`config.mk`:
```
export PLATFORM = sky130hd
export DESIGN_NAME = rrf_alloc_ctrl_flat
export DESIGN_NICKNAME = d
export VERILOG_FILES = /design/src/rtl/rrf_alloc_ctrl_pkg.sv /design/src/rtl/rrf_alloc_ctrl_if.sv /design/src/rtl/rrf_alloc_ctrl.sv /design/src/flat_wrapper.sv
export SDC_FILE = /design/constraint.sdc
export NUM_CORES = 1
export LEC_CHECK = 0
export CAP_MARGIN = 5
export CELL_PAD_IN_SITES_DETAIL_PLACEMENT = 1
export CELL_PAD_IN_SITES_GLOBAL_PLACEMENT = 2
export CORE_MARGIN = 2
export CORE_UTILIZATION = 29
export DETAILED_ROUTE_END_ITERATION = 12
export PLACE_DENSITY = 0.77
export RECOVER_POWER = 25
export SLEW_MARGIN = 20
export SYNTH_ARGS = -nofsm -noshare
export SYNTH_HDL_FRONTEND = slang
export SYNTH_SLANG_ARGS = --single-unit
```
`constraint.sdc`:
```
create_clock -name clk_i -period 4.6 [get_ports clk_i]
set_input_delay 0.46 -clock clk_i [delete_from_list [all_inputs] [get_ports clk_i]]
set_output_delay 0.46 -clock clk_i [all_outputs]
set_load 0.05 [all_outputs]
```
`src/rtl/rrf_alloc_ctrl_pkg.sv`:
```
// Shared types and constants for the rename-register allocation controller.
// Ports: none (package). Provides RRF_NUM/RRF_SEL, count width, FSM encodings,
// tag/count typedefs and a grant-count helper.
package rrf_alloc_ctrl_pkg;

  localparam int RRF_NUM = 64;  // rename entries, power of two
  localparam int RRF_SEL = 6;   // log2(RRF_NUM)
  localparam int CNT_W   = 2;   // width of request/commit counts

  typedef enum logic [0:0] {
    ALLOC_RUN     = 1'b0,
    ALLOC_RECOVER = 1'b1
  } alloc_state_e;

  typedef logic [RRF_SEL-1:0] rrftag_t;
  typedef logic [RRF_SEL:0]   freenum_t;
  typedef logic [CNT_W-1:0]   cnt_t;

  // Number of enables asserted this cycle (0..2).
  function automatic cnt_t grant_count(input logic en1, input logic en2);
    return cnt_t'({1'b0, en1}) + cnt_t'({1'b0, en2});
  endfunction

endpackage

```
`src/rtl/rrf_alloc_ctrl_if.sv`:
```
// Dispatch/commit <-> allocation controller bundle.
// Ports: req_num/dp_stall/com_num/flush toward the controller; grant enables,
// tags, stall, free count and both pointers back. slave = controller side.
interface rrf_alloc_ctrl_if;
  import rrf_alloc_ctrl_pkg::*;

  cnt_t     req_num_i;
  logic     dp_stall_i;
  cnt_t     com_num_i;
  logic     flush_i;

  logic     alloc_en1_o;
  rrftag_t  alloc_tag1_o;
  logic     alloc_en2_o;
  rrftag_t  alloc_tag2_o;
  logic     alloc_stall_o;
  freenum_t freenum_o;
  rrftag_t  rrfptr_o;
  rrftag_t  comptr_o;

  modport slave (
    input  req_num_i, dp_stall_i, com_num_i, flush_i,
    output alloc_en1_o, alloc_tag1_o, alloc_en2_o, alloc_tag2_o,
           alloc_stall_o, freenum_o, rrfptr_o, comptr_o
  );

  modport master (
    output req_num_i, dp_stall_i, com_num_i, flush_i,
    input  alloc_en1_o, alloc_tag1_o, alloc_en2_o, alloc_tag2_o,
           alloc_stall_o, freenum_o, rrfptr_o, comptr_o
  );

endinterface

```
`src/rtl/rrf_alloc_ctrl.sv`:
```
// Rename-register free-list allocator: circular buffer handing out up to two
// rrftags per cycle, retiring on commit, recovering the pointer on flush.
// Latency: grants/tags are combinational (0 cycles); pointers update next edge.
// Backpressure: all-or-nothing grant; alloc_stall_o when request > free count,
// dp_stall_i silently suppresses grants.
// Ports: clk_i, reset_i (async active-high), bus (rrf_alloc_ctrl_if.slave).
// Optional feature macro RRF_ALLOC_PERF_EN adds perf_stall_cnt_o and
// perf_alloc_cnt_o (32-bit wrapping counters).
module rrf_alloc_ctrl
  import rrf_alloc_ctrl_pkg::*;
(
  input  logic                 clk_i,
  input  logic                 reset_i,
`ifdef RRF_ALLOC_PERF_EN
  output logic [31:0]          perf_stall_cnt_o,
  output logic [31:0]          perf_alloc_cnt_o,
`endif
  rrf_alloc_ctrl_if.slave      bus
);

  localparam logic [RRF_SEL+1:0] FREE_MAX_W = (RRF_SEL+2)'(RRF_NUM);
  localparam freenum_t           FREE_MAX   = (RRF_SEL+1)'(RRF_NUM);

  alloc_state_e r_state;
  rrftag_t      r_rrfptr;
  rrftag_t      r_comptr;
  freenum_t     r_freenum;

  logic            w_req_over;
  logic            w_grant_ok;
  logic            w_en1;
  logic            w_en2;
  logic            w_stall;
  cnt_t            w_granted;
  rrftag_t         w_comptr_nxt;
  logic [RRF_SEL+1:0] w_free_sum;
  freenum_t        w_free_nxt;

  // Grants look only at the registered free count; same-cycle commits are
  // deliberately not forwarded so the compare stays off the commit path.
  assign w_req_over = freenum_t'(bus.req_num_i) > r_freenum;

  // Reset is folded in so the enables read 0 while reset is held, even if
  // dispatch keeps requesting.
  assign w_grant_ok = !reset_i && (r_state == ALLOC_RUN) && !bus.flush_i &&
                      !bus.dp_stall_i && !w_req_over;

  assign w_en1   = w_grant_ok && (bus.req_num_i != 2'd0);
  assign w_en2   = w_grant_ok && (bus.req_num_i == 2'd2);

  always_comb begin
    w_stall = 1'b0;
    if (!reset_i) begin
      if (r_state == ALLOC_RECOVER) w_stall = (bus.req_num_i != 2'd0);
      else                          w_stall = w_req_over;
    end
  end

  assign w_granted    = grant_count(w_en1, w_en2);
  assign w_comptr_nxt = r_comptr + rrftag_t'(bus.com_num_i);

  // Over-commit would push the count past the file size; clamp so the counter
  // never reports more free entries than exist.
  assign w_free_sum = {1'b0, r_freenum} + (RRF_SEL+2)'(bus.com_num_i)
                      - (RRF_SEL+2)'(w_granted);
  assign w_free_nxt = (w_free_sum > FREE_MAX_W) ? FREE_MAX
                                                : w_free_sum[RRF_SEL:0];

  always_ff @(posedge clk_i or posedge reset_i) begin
    if (reset_i) begin
      r_state   <= ALLOC_RUN;
      r_rrfptr  <= '0;
      r_comptr  <= '0;
      r_freenum <= FREE_MAX;
    end else if (bus.flush_i) begin
      // Everything younger than commit is squashed: allocation restarts just
      // past the last committed entry and the whole file becomes free.
      r_state   <= ALLOC_RECOVER;
      r_rrfptr  <= w_comptr_nxt;
      r_comptr  <= w_comptr_nxt;
      r_freenum <= FREE_MAX;
    end else begin
      r_state   <= ALLOC_RUN;
      r_rrfptr  <= r_rrfptr + rrftag_t'(w_granted);
      r_comptr  <= w_comptr_nxt;
      r_freenum <= w_free_nxt;
    end
  end

  assign bus.alloc_en1_o   = w_en1;
  assign bus.alloc_en2_o   = w_en2;
  assign bus.alloc_tag1_o  = r_rrfptr;
  assign bus.alloc_tag2_o  = r_rrfptr + rrftag_t'(1);
  assign bus.alloc_stall_o = w_stall;
  assign bus.freenum_o     = r_freenum;
  assign bus.rrfptr_o      = r_rrfptr;
  assign bus.comptr_o      = r_comptr;

`ifdef RRF_ALLOC_PERF_EN
  logic [31:0] r_perf_stall_cnt;
  logic [31:0] r_perf_alloc_cnt;

  always_ff @(posedge clk_i or posedge reset_i) begin
    if (reset_i) begin
      r_perf_stall_cnt <= '0;
      r_perf_alloc_cnt <= '0;
    end else begin
      r_perf_stall_cnt <= r_perf_stall_cnt + 32'(w_stall);
      r_perf_alloc_cnt <= r_perf_alloc_cnt + 32'(w_granted);
    end
  end

  assign perf_stall_cnt_o = r_perf_stall_cnt;
  assign perf_alloc_cnt_o = r_perf_alloc_cnt;
`endif

endmodule

```
`src/flat_wrapper.sv`:
```
// flat-port wrapper written by rule: the top's interface ports become plain ports
module rrf_alloc_ctrl_flat import rrf_alloc_ctrl_pkg::*;
  (clk_i, reset_i, bus_req_num_i, bus_dp_stall_i, bus_com_num_i, bus_flush_i, bus_alloc_en1_o, bus_alloc_tag1_o, bus_alloc_en2_o, bus_alloc_tag2_o, bus_alloc_stall_o, bus_freenum_o, bus_rrfptr_o, bus_comptr_o);
  rrf_alloc_ctrl_if bus_i ();
  input  logic clk_i;
  input  logic reset_i;
  input wire logic [$bits(bus_i.req_num_i)-1:0] bus_req_num_i;
  input wire logic [$bits(bus_i.dp_stall_i)-1:0] bus_dp_stall_i;
  input wire logic [$bits(bus_i.com_num_i)-1:0] bus_com_num_i;
  input wire logic [$bits(bus_i.flush_i)-1:0] bus_flush_i;
  output wire logic [$bits(bus_i.alloc_en1_o)-1:0] bus_alloc_en1_o;
  output wire logic [$bits(bus_i.alloc_tag1_o)-1:0] bus_alloc_tag1_o;
  output wire logic [$bits(bus_i.alloc_en2_o)-1:0] bus_alloc_en2_o;
  output wire logic [$bits(bus_i.alloc_tag2_o)-1:0] bus_alloc_tag2_o;
  output wire logic [$bits(bus_i.alloc_stall_o)-1:0] bus_alloc_stall_o;
  output wire logic [$bits(bus_i.freenum_o)-1:0] bus_freenum_o;
  output wire logic [$bits(bus_i.rrfptr_o)-1:0] bus_rrfptr_o;
  output wire logic [$bits(bus_i.comptr_o)-1:0] bus_comptr_o;
  assign bus_i.req_num_i = bus_req_num_i;
  assign bus_i.dp_stall_i = bus_dp_stall_i;
  assign bus_i.com_num_i = bus_com_num_i;
  assign bus_i.flush_i = bus_flush_i;
  assign bus_alloc_en1_o = bus_i.alloc_en1_o;
  assign bus_alloc_tag1_o = bus_i.alloc_tag1_o;
  assign bus_alloc_en2_o = bus_i.alloc_en2_o;
  assign bus_alloc_tag2_o = bus_i.alloc_tag2_o;
  assign bus_alloc_stall_o = bus_i.alloc_stall_o;
  assign bus_freenum_o = bus_i.freenum_o;
  assign bus_rrfptr_o = bus_i.rrfptr_o;
  assign bus_comptr_o = bus_i.comptr_o;
  rrf_alloc_ctrl u_core (.clk_i(clk_i), .reset_i(reset_i), .bus(bus_i));
endmodule
```
==> flow_metrics.env, run 1 <==
export IMPL_final_common_cell="clkdlybuf4s50_1"
export IMPL_slowest_stage="clkdlybuf4s50_1"
export IMPL_crit_arrival_ps=4270
export IMPL_hpwl_um=3230
export IMPL_grt_usage_pct=14.5
export IMPL_ioPinCount=42
export IMPL_clock_skew_ps=11.7
export IMPL_r2r_cells=18
export IMPL_ant_nets=0
export IMPL_rsz0062_at_grt="false"
export IMPL_layout_drive_gt1_share_pct=7.14
export IMPL_maxCapViolations=0
export IMPL_dr_first_iter_drc_count=52
export IMPL_clk_latency_ps=270
export IMPL_fillerInstances=596
export IMPL_synth_seq_cells=20
export IMPL_syn_inst=157
export IMPL_drc=0
export IMPL_post_cts_buffers=0
export IMPL_ys_seq_area_share_pct=33.3
export IMPL_worstPathMaxFanout=7
export IMPL_dieHeight_um=76.1
export IMPL_relSlewSlack_pct=44.8
export IMPL_rows=26
export IMPL_cts_root_buf="clkbuf_8"
export IMPL_num_vias=1208
export IMPL_start_kind="input pin"
export IMPL_postCtsHoldBufs=0
export IMPL_yosysWarnings=0
export IMPL_core_region_area_um2=5070
export IMPL_syn_area_per_cell_um2=9.61
export IMPL_dr_pass1_iters=4
export IMPL_crit_top_cell="ha_1"
export IMPL_viasPerCell=4.54
export IMPL_setup_tns_ps=0
export IMPL_drt_total_wl_um=3890
export IMPL_worst_slew_pin_slew_ps=827
export IMPL_cts_clk_slew_worst_paths_ps=90
export IMPL_path_class="input pin to flop"
export IMPL_cts_resized=0
export IMPL_holdPathStages=1
export IMPL_period_share_pct=90.2
export IMPL_grt_max_degree=21
export IMPL_netlist_area_um2=1510
export IMPL_setup_viol=0
export IMPL_critical_path_max_stage_delay_ps=540
export IMPL_yosysUniqueCellTypes=33
export IMPL_status="finished clean"
export IMPL_cts_made_buffers=3
export IMPL_finalCriticalPeriod_ps=4150
export IMPL_syn_to_final_growth_pct=35.8
export IMPL_start_util_pct=29.7
export IMPL_die_area_um2=5800
export IMPL_cts_buffer_depth=2
export IMPL_hold_violations=0
export IMPL_antenna_found_initial=0
export IMPL_multi_input_area_um2=866
export IMPL_syn_nets=189
export IMPL_mostFrequentLayoutCells="39 x clkdlybuf4s50_1, 27 x inv_1, 20 x ha_1"
export IMPL_h_tree_depth=1
export IMPL_nNetsFinal=229
export IMPL_crit_path_cell_trace="clkdlybuf4s50_1 > inv_1 > ha_1 > nand4_1 > nor2_1 > nor4_1 > buf_4 > nor4b_4 > ha_1 > ha_1 > inv_1 > ha_1 > inv_1 > fa_1 > nor2b_1 > nor3_1 > o41ai_2 > xnor2_1 > nor3_1"
export IMPL_grt_ovfl_total=0
export IMPL_clock_sinks=20
export IMPL_port_buffers=41
export IMPL_place_congestion=0.810
export IMPL_grt_pass1_vias=1330
export IMPL_end_kind="flop"
export IMPL_n_antenna_cell=0
export IMPL_hp_class="flop to flop"
export IMPL_register_area_um2=502
export IMPL_cp_required_ps=4720
export IMPL_maxSlewViolCount=0
export IMPL_cts_tree="yes"
export IMPL_routedWlPerCell_um=14.6
export IMPL_die_width_um=76.1
export IMPL_fmax_mhz=241
export IMPL_grt_pass1_wl_um=6780
## cell usage after synthesis
library cell	instances	area share, %
fa_1	4	5.3
or2_1	1	0.41
nor4_1	1	0.41
nor3_1	8	2.7
clkbuf_1	1	0.25
o211ai_1	1	0.50
mux2_2	3	2.2
mux2i_2	1	0.91
buf_4	6	3.0
a21o_1	4	2.0
nand2b_1	1	0.41
nor4b_1	1	0.58
xnor2_1	9	5.2
nand3_1	4	1.3
nand2_1	8	2.0
nor2b_1	1	0.41
a311oi_2	1	0.99
buf_6	1	0.75
nand4_1	2	0.83
xor2_1	8	4.6
or4_1	1	0.50
a211oi_1	1	0.50
o41ai_2	1	1.1
a21oi_1	2	0.66
o21a_1	1	0.50
dfrtp_1	19	32
nor2_1	14	3.5
inv_1	27	6.7
ha_1	20	17
o21ai_0	2	0.66
mux2i_1	1	0.66
dfstp_2	1	1.7
a221oi_1	1	0.58
## per-stage QoR
step           hold slack, ps  setup slack [ps]  util, %  instances  area (µm²)
3_5_place_dp              479               106     39.1        262        1980
3_3_place_gp              480               266     39.1        262        1980
6_report                  502               451     40.4        266        2050
2_1_floorplan             423               182        -        157        1530
4_1_cts                   504               389     40.5        266        2050
5_1_grt                   525               115     40.4        266        2050
## flip-flops by register name, indices dropped and copies added, names as in the netlist
signal	count
u_core.bus.comptr_o	6
u_core.bus.freenum_o	7
u_core.r_state	1
u_core.bus.alloc_tag1_o	6
## critical path: cells and delay by family
family                     cells  cell delay, ps
AOI/OAI and AO/OA              1             330
xor gates and xnor gates       1             300
adders and majority gates      5            1420
buffers and inverters          5             870
and+or+nand+nor                7             870
## cell type report
type | count | share of cell area, %
timing repair buffer | 43 | 20.6
tap | 70 | 4.27
multi-input combinational | 102 | 42.2
inverter | 27 | 4.95
clock inverter | 1 | 1.47
sequential | 20 | 24.5
clock buffer | 3 | 2.01
## cell families after synthesis
logic type | synth area share (%)
AOI/OAI and AO/OA | 7.46
xor gates and xnor gates | 9.87
adders and majority gates | 21.9
buffers and inverters | 10.7
DFF | 33.3
muxes | 3.81
and+or+nand+nor | 13.0
## path summary, 6_finish.rpt
check | start | to | slack (ps)
max | bus_req_num_i[0] | u_core.bus.freenum_o[3]$_DFF_PP0_ | 450
min | u_core.bus.comptr_o[5]$_DFF_PP0_ | u_core.bus.comptr_o[5]$_DFF_PP0_ | 500
min reg2reg | u_core.bus.comptr_o[5]$_DFF_PP0_ | u_core.bus.comptr_o[5]$_DFF_PP0_ | 500
max in group asynchronous | reset_i | u_core.bus.freenum_o[1]$_DFF_PP0_ | 3240
min in group asynchronous | reset_i | u_core.bus.alloc_tag1_o[1]$_DFF_PP0_ | 840
max reg2reg | u_core.bus.freenum_o[5]$_DFF_PP0_ | u_core.bus.freenum_o[3]$_DFF_PP0_ | 790
## metal layers
layer	track usage [%]	routed length [µm]	vias up
met5	0	0	-
met4	4.36	45	0
met3	2.37	115	4
met2	25.2	1960	22
met1	18.5	1770	596
li1	-	-	586
Power of run 1 is left out: the tool's default activity adds up to more than one toggle a clock period on the data nets, which glitch-free logic cannot reach.
==> run 2: changes to the inputs <==
--- a/config.mk
+++ b/config.mk
@@ -8,12 +8,11 @@
 export CAP_MARGIN = 5
 export CELL_PAD_IN_SITES_DETAIL_PLACEMENT = 1
 export CELL_PAD_IN_SITES_GLOBAL_PLACEMENT = 2
-export CORE_MARGIN = 2
+export CORE_MARGIN = 5
 export CORE_UTILIZATION = 29
 export DETAILED_ROUTE_END_ITERATION = 12
 export PLACE_DENSITY = 0.77
 export RECOVER_POWER = 25
-export SLEW_MARGIN = 20
 export SYNTH_ARGS = -nofsm -noshare
 export SYNTH_HDL_FRONTEND = slang
 export SYNTH_SLANG_ARGS = --single-unit
==> run 2 against run 1 <==
  * Register-to-register slack got worse by 60 ps
  * Sequential cell count unchanged
  * Clock-buffer cell count unchanged
  * Sequential share of layout area unchanged
  * Worst hold slack improved by 21 ps
  * Highest routed layer unchanged
==> flow_metrics.env, run 2 (synthesis gave the netlist of run 1 again) <==
export IMPL_h_tree_depth=1
export IMPL_worstPathMaxFanout=7
export IMPL_routedWlPerCell_um=14.9
export IMPL_die_width_um=82.1
export IMPL_grt_pass1_vias=1319
export IMPL_ioPinCount=42
export IMPL_rsz0062_at_grt="false"
export IMPL_final_common_cell="clkdlybuf4s50_1"
export IMPL_nNetsFinal=229
export IMPL_route_met2_wl_um=2020
export IMPL_register_area_um2=502
export IMPL_r2r_slack_ps=730
export IMPL_rows=26
export IMPL_crit_top_cell="ha_1"
export IMPL_port_buffers=41
export IMPL_grt_ovfl_total=0
export IMPL_period_share_pct=91.2
export IMPL_layout_drive_gt1_share_pct=7.14
export IMPL_relSlewSlack_pct=47.6
export IMPL_worst_slew_pin_slew_ps=785
export IMPL_cts_tree="yes"
export IMPL_grt_usage_pct=12.9
export IMPL_dr_pass1_iters=4
export IMPL_reg2reg_to="u_core.bus.freenum_o[2]$_DFF_PP0_"
export IMPL_setup_tns_ps=0
export IMPL_r2r_cells=17
export IMPL_worstHoldStart="u_core.bus.comptr_o[5]$_DFF_PP0_"
export IMPL_postCtsHoldBufs=0
export IMPL_drt_total_wl_um=3970
export IMPL_grt_max_degree=21
export IMPL_slowest_stage="clkdlybuf4s50_1"
export IMPL_place_congestion=0.774
export IMPL_cp_required_ps=4710
export IMPL_critPathBufInv=5
export IMPL_place_ws_ps=130
export IMPL_hold_violations=0
export IMPL_holdPathStages=1
export IMPL_start_util_pct=29.7
export IMPL_antenna_found_initial=0
export IMPL_maxCapViolations=0
export IMPL_dieHeight_um=82.1
export IMPL_fmax_mhz=238
export IMPL_clk_latency_ps=260
export IMPL_die_area_um2=6750
export IMPL_mostFrequentLayoutCells="39 x clkdlybuf4s50_1, 27 x inv_1, 20 x ha_1"
export IMPL_post_cts_buffers=0
export IMPL_status="finished clean"
export IMPL_end_kind="flop"
export IMPL_final_util_pct=40.4
export IMPL_worstHoldEndpoint="u_core.bus.comptr_o[5]$_DFF_PP0_"
export IMPL_layout_setup_ws_ps=404
export IMPL_cts_made_buffers=3
export IMPL_maxSlewViolCount=0
export IMPL_num_vias=1179
export IMPL_n_antenna_cell=0
export IMPL_critical_path_max_stage_delay_ps=550
export IMPL_cts_buffer_depth=2
export IMPL_wl_met1_um=1800
export IMPL_viasPerCell=4.43
export IMPL_largest_reg_flops=7
export IMPL_reg2reg_from="u_core.bus.freenum_o[1]$_DFF_PP0_"
export IMPL_path_class="input pin to flop"
export IMPL_hpwl_um=3360
export IMPL_grt_pass1_wl_um=6630
export IMPL_syn_to_final_growth_pct=35.8
export IMPL_clock_skew_ps=9.38
export IMPL_wl_met3_um=117
export IMPL_worst_path_dominant_cell_family="adder cells"
export IMPL_clock_sinks=20
export IMPL_setup_viol=0
export IMPL_multi_input_area_um2=866
export IMPL_hp_class="flop to flop"
export IMPL_dr_first_iter_drc_count=30
export IMPL_start_kind="input pin"
export IMPL_finalCriticalPeriod_ps=4200
export IMPL_drc=0
export IMPL_cts_clk_slew_worst_paths_ps=80
export IMPL_ant_nets=0
export IMPL_fillerInstances=590
export IMPL_cts_resized=0
export IMPL_core_region_area_um2=5070
export IMPL_crit_path_cell_trace="clkdlybuf4s50_1 > inv_1 > ha_1 > nand4_1 > nor2_1 > nor4_1 > buf_4 > nor4b_4 > ha_1 > ha_1 > inv_1 > ha_1 > inv_1 > fa_1 > nor2b_1 > nor3_1 > o41ai_2 > xnor2_1 > nor3_1"
export IMPL_top_layer="met4"
export IMPL_crit_arrival_ps=4310
export IMPL_cts_root_buf="clkbuf_8"
[run 2: cell counts in the layout (fill, tap and decap cells not counted)]
No cell type changed its count.
[run 2: per-stage QoR]
stage / cell area (µm²) / hold slack, ps / cells
2_1_floorplan: 1530 / 423 / 157
3_3_place_gp: 1980 / 479 / 262
5_1_grt: 2050 / 554 / 266
3_5_place_dp: 1980 / 509 / 262
6_report: 2050 / 524 / 266
4_1_cts: 2050 / 527 / 266
[run 2: area by class of cell]
| class | instances | area share [%] |
|---|---|---|
| clock buffer | 3 | 2.01 |
| clock inverter | 1 | 1.47 |
| inverter | 27 | 4.95 |
| multi-input combinational | 102 | 42.2 |
| sequential | 20 | 24.5 |
| tap | 70 | 4.27 |
| timing repair buffer | 43 | 20.6 |
[run 2: worst register-to-register path, cell delays in order (launching register included)]
cell     delay (ps)
dfrtp_1         380
inv_1           120
ha_1            270
a21oi_1         160
nor4_1           80
buf_4           160
nor4b_4         290
ha_1            300
ha_1            280
inv_1            60
ha_1            160
inv_1            60
fa_1            410
nor2b_1         160
nor3_1           90
o41ai_2         300
xnor2_1         320
nor3_1          140
[run 2: worst max-delay path by stage]
stage,start,end,slack (ps),cells past startpoint
4_1_cts,bus_req_num_i[0],u_core.bus.freenum_o[2]$_DFF_PP0_,380,17
5_1_grt,bus_req_num_i[0],u_core.bus.freenum_o[4]$_DFF_PP0_,140,19
2_1_floorplan,u_core.bus.freenum_o[1]$_DFF_PP0_,u_core.bus.freenum_o[2]$_DFF_PP0_,180,14
3_5_place_dp,bus_req_num_i[0],u_core.bus.freenum_o[2]$_DFF_PP0_,130,17
3_3_place_gp,bus_req_num_i[0],u_core.bus.freenum_o[2]$_DFF_PP0_,220,19
6_report,bus_req_num_i[0],u_core.bus.freenum_o[2]$_DFF_PP0_,400,19
[run 2: metal layers]
| metal | vias up | GRT usage (%) |
|---|---|---|
| li1 | 586 | - |
| met3 | 4 | 1.52 |
| met1 | 568 | 16.5 |
| met5 | - | 0 |
| met4 | 0 | 4.32 |
| met2 | 21 | 22.3 |
Power of run 2 is left out for the same reason.
==> run 3: changes to the inputs <==
--- a/config.mk
+++ b/config.mk
@@ -5,7 +5,7 @@
 export SDC_FILE = /design/constraint.sdc
 export NUM_CORES = 1
 export LEC_CHECK = 0
-export CAP_MARGIN = 5
+export CAP_MARGIN = 20
 export CELL_PAD_IN_SITES_DETAIL_PLACEMENT = 1
 export CELL_PAD_IN_SITES_GLOBAL_PLACEMENT = 2
 export CORE_MARGIN = 5
==> results of run 3 <==
No change in the layout: final DEF, timing and power equal those of run 2.
Power of run 3 is left out for the same reason.
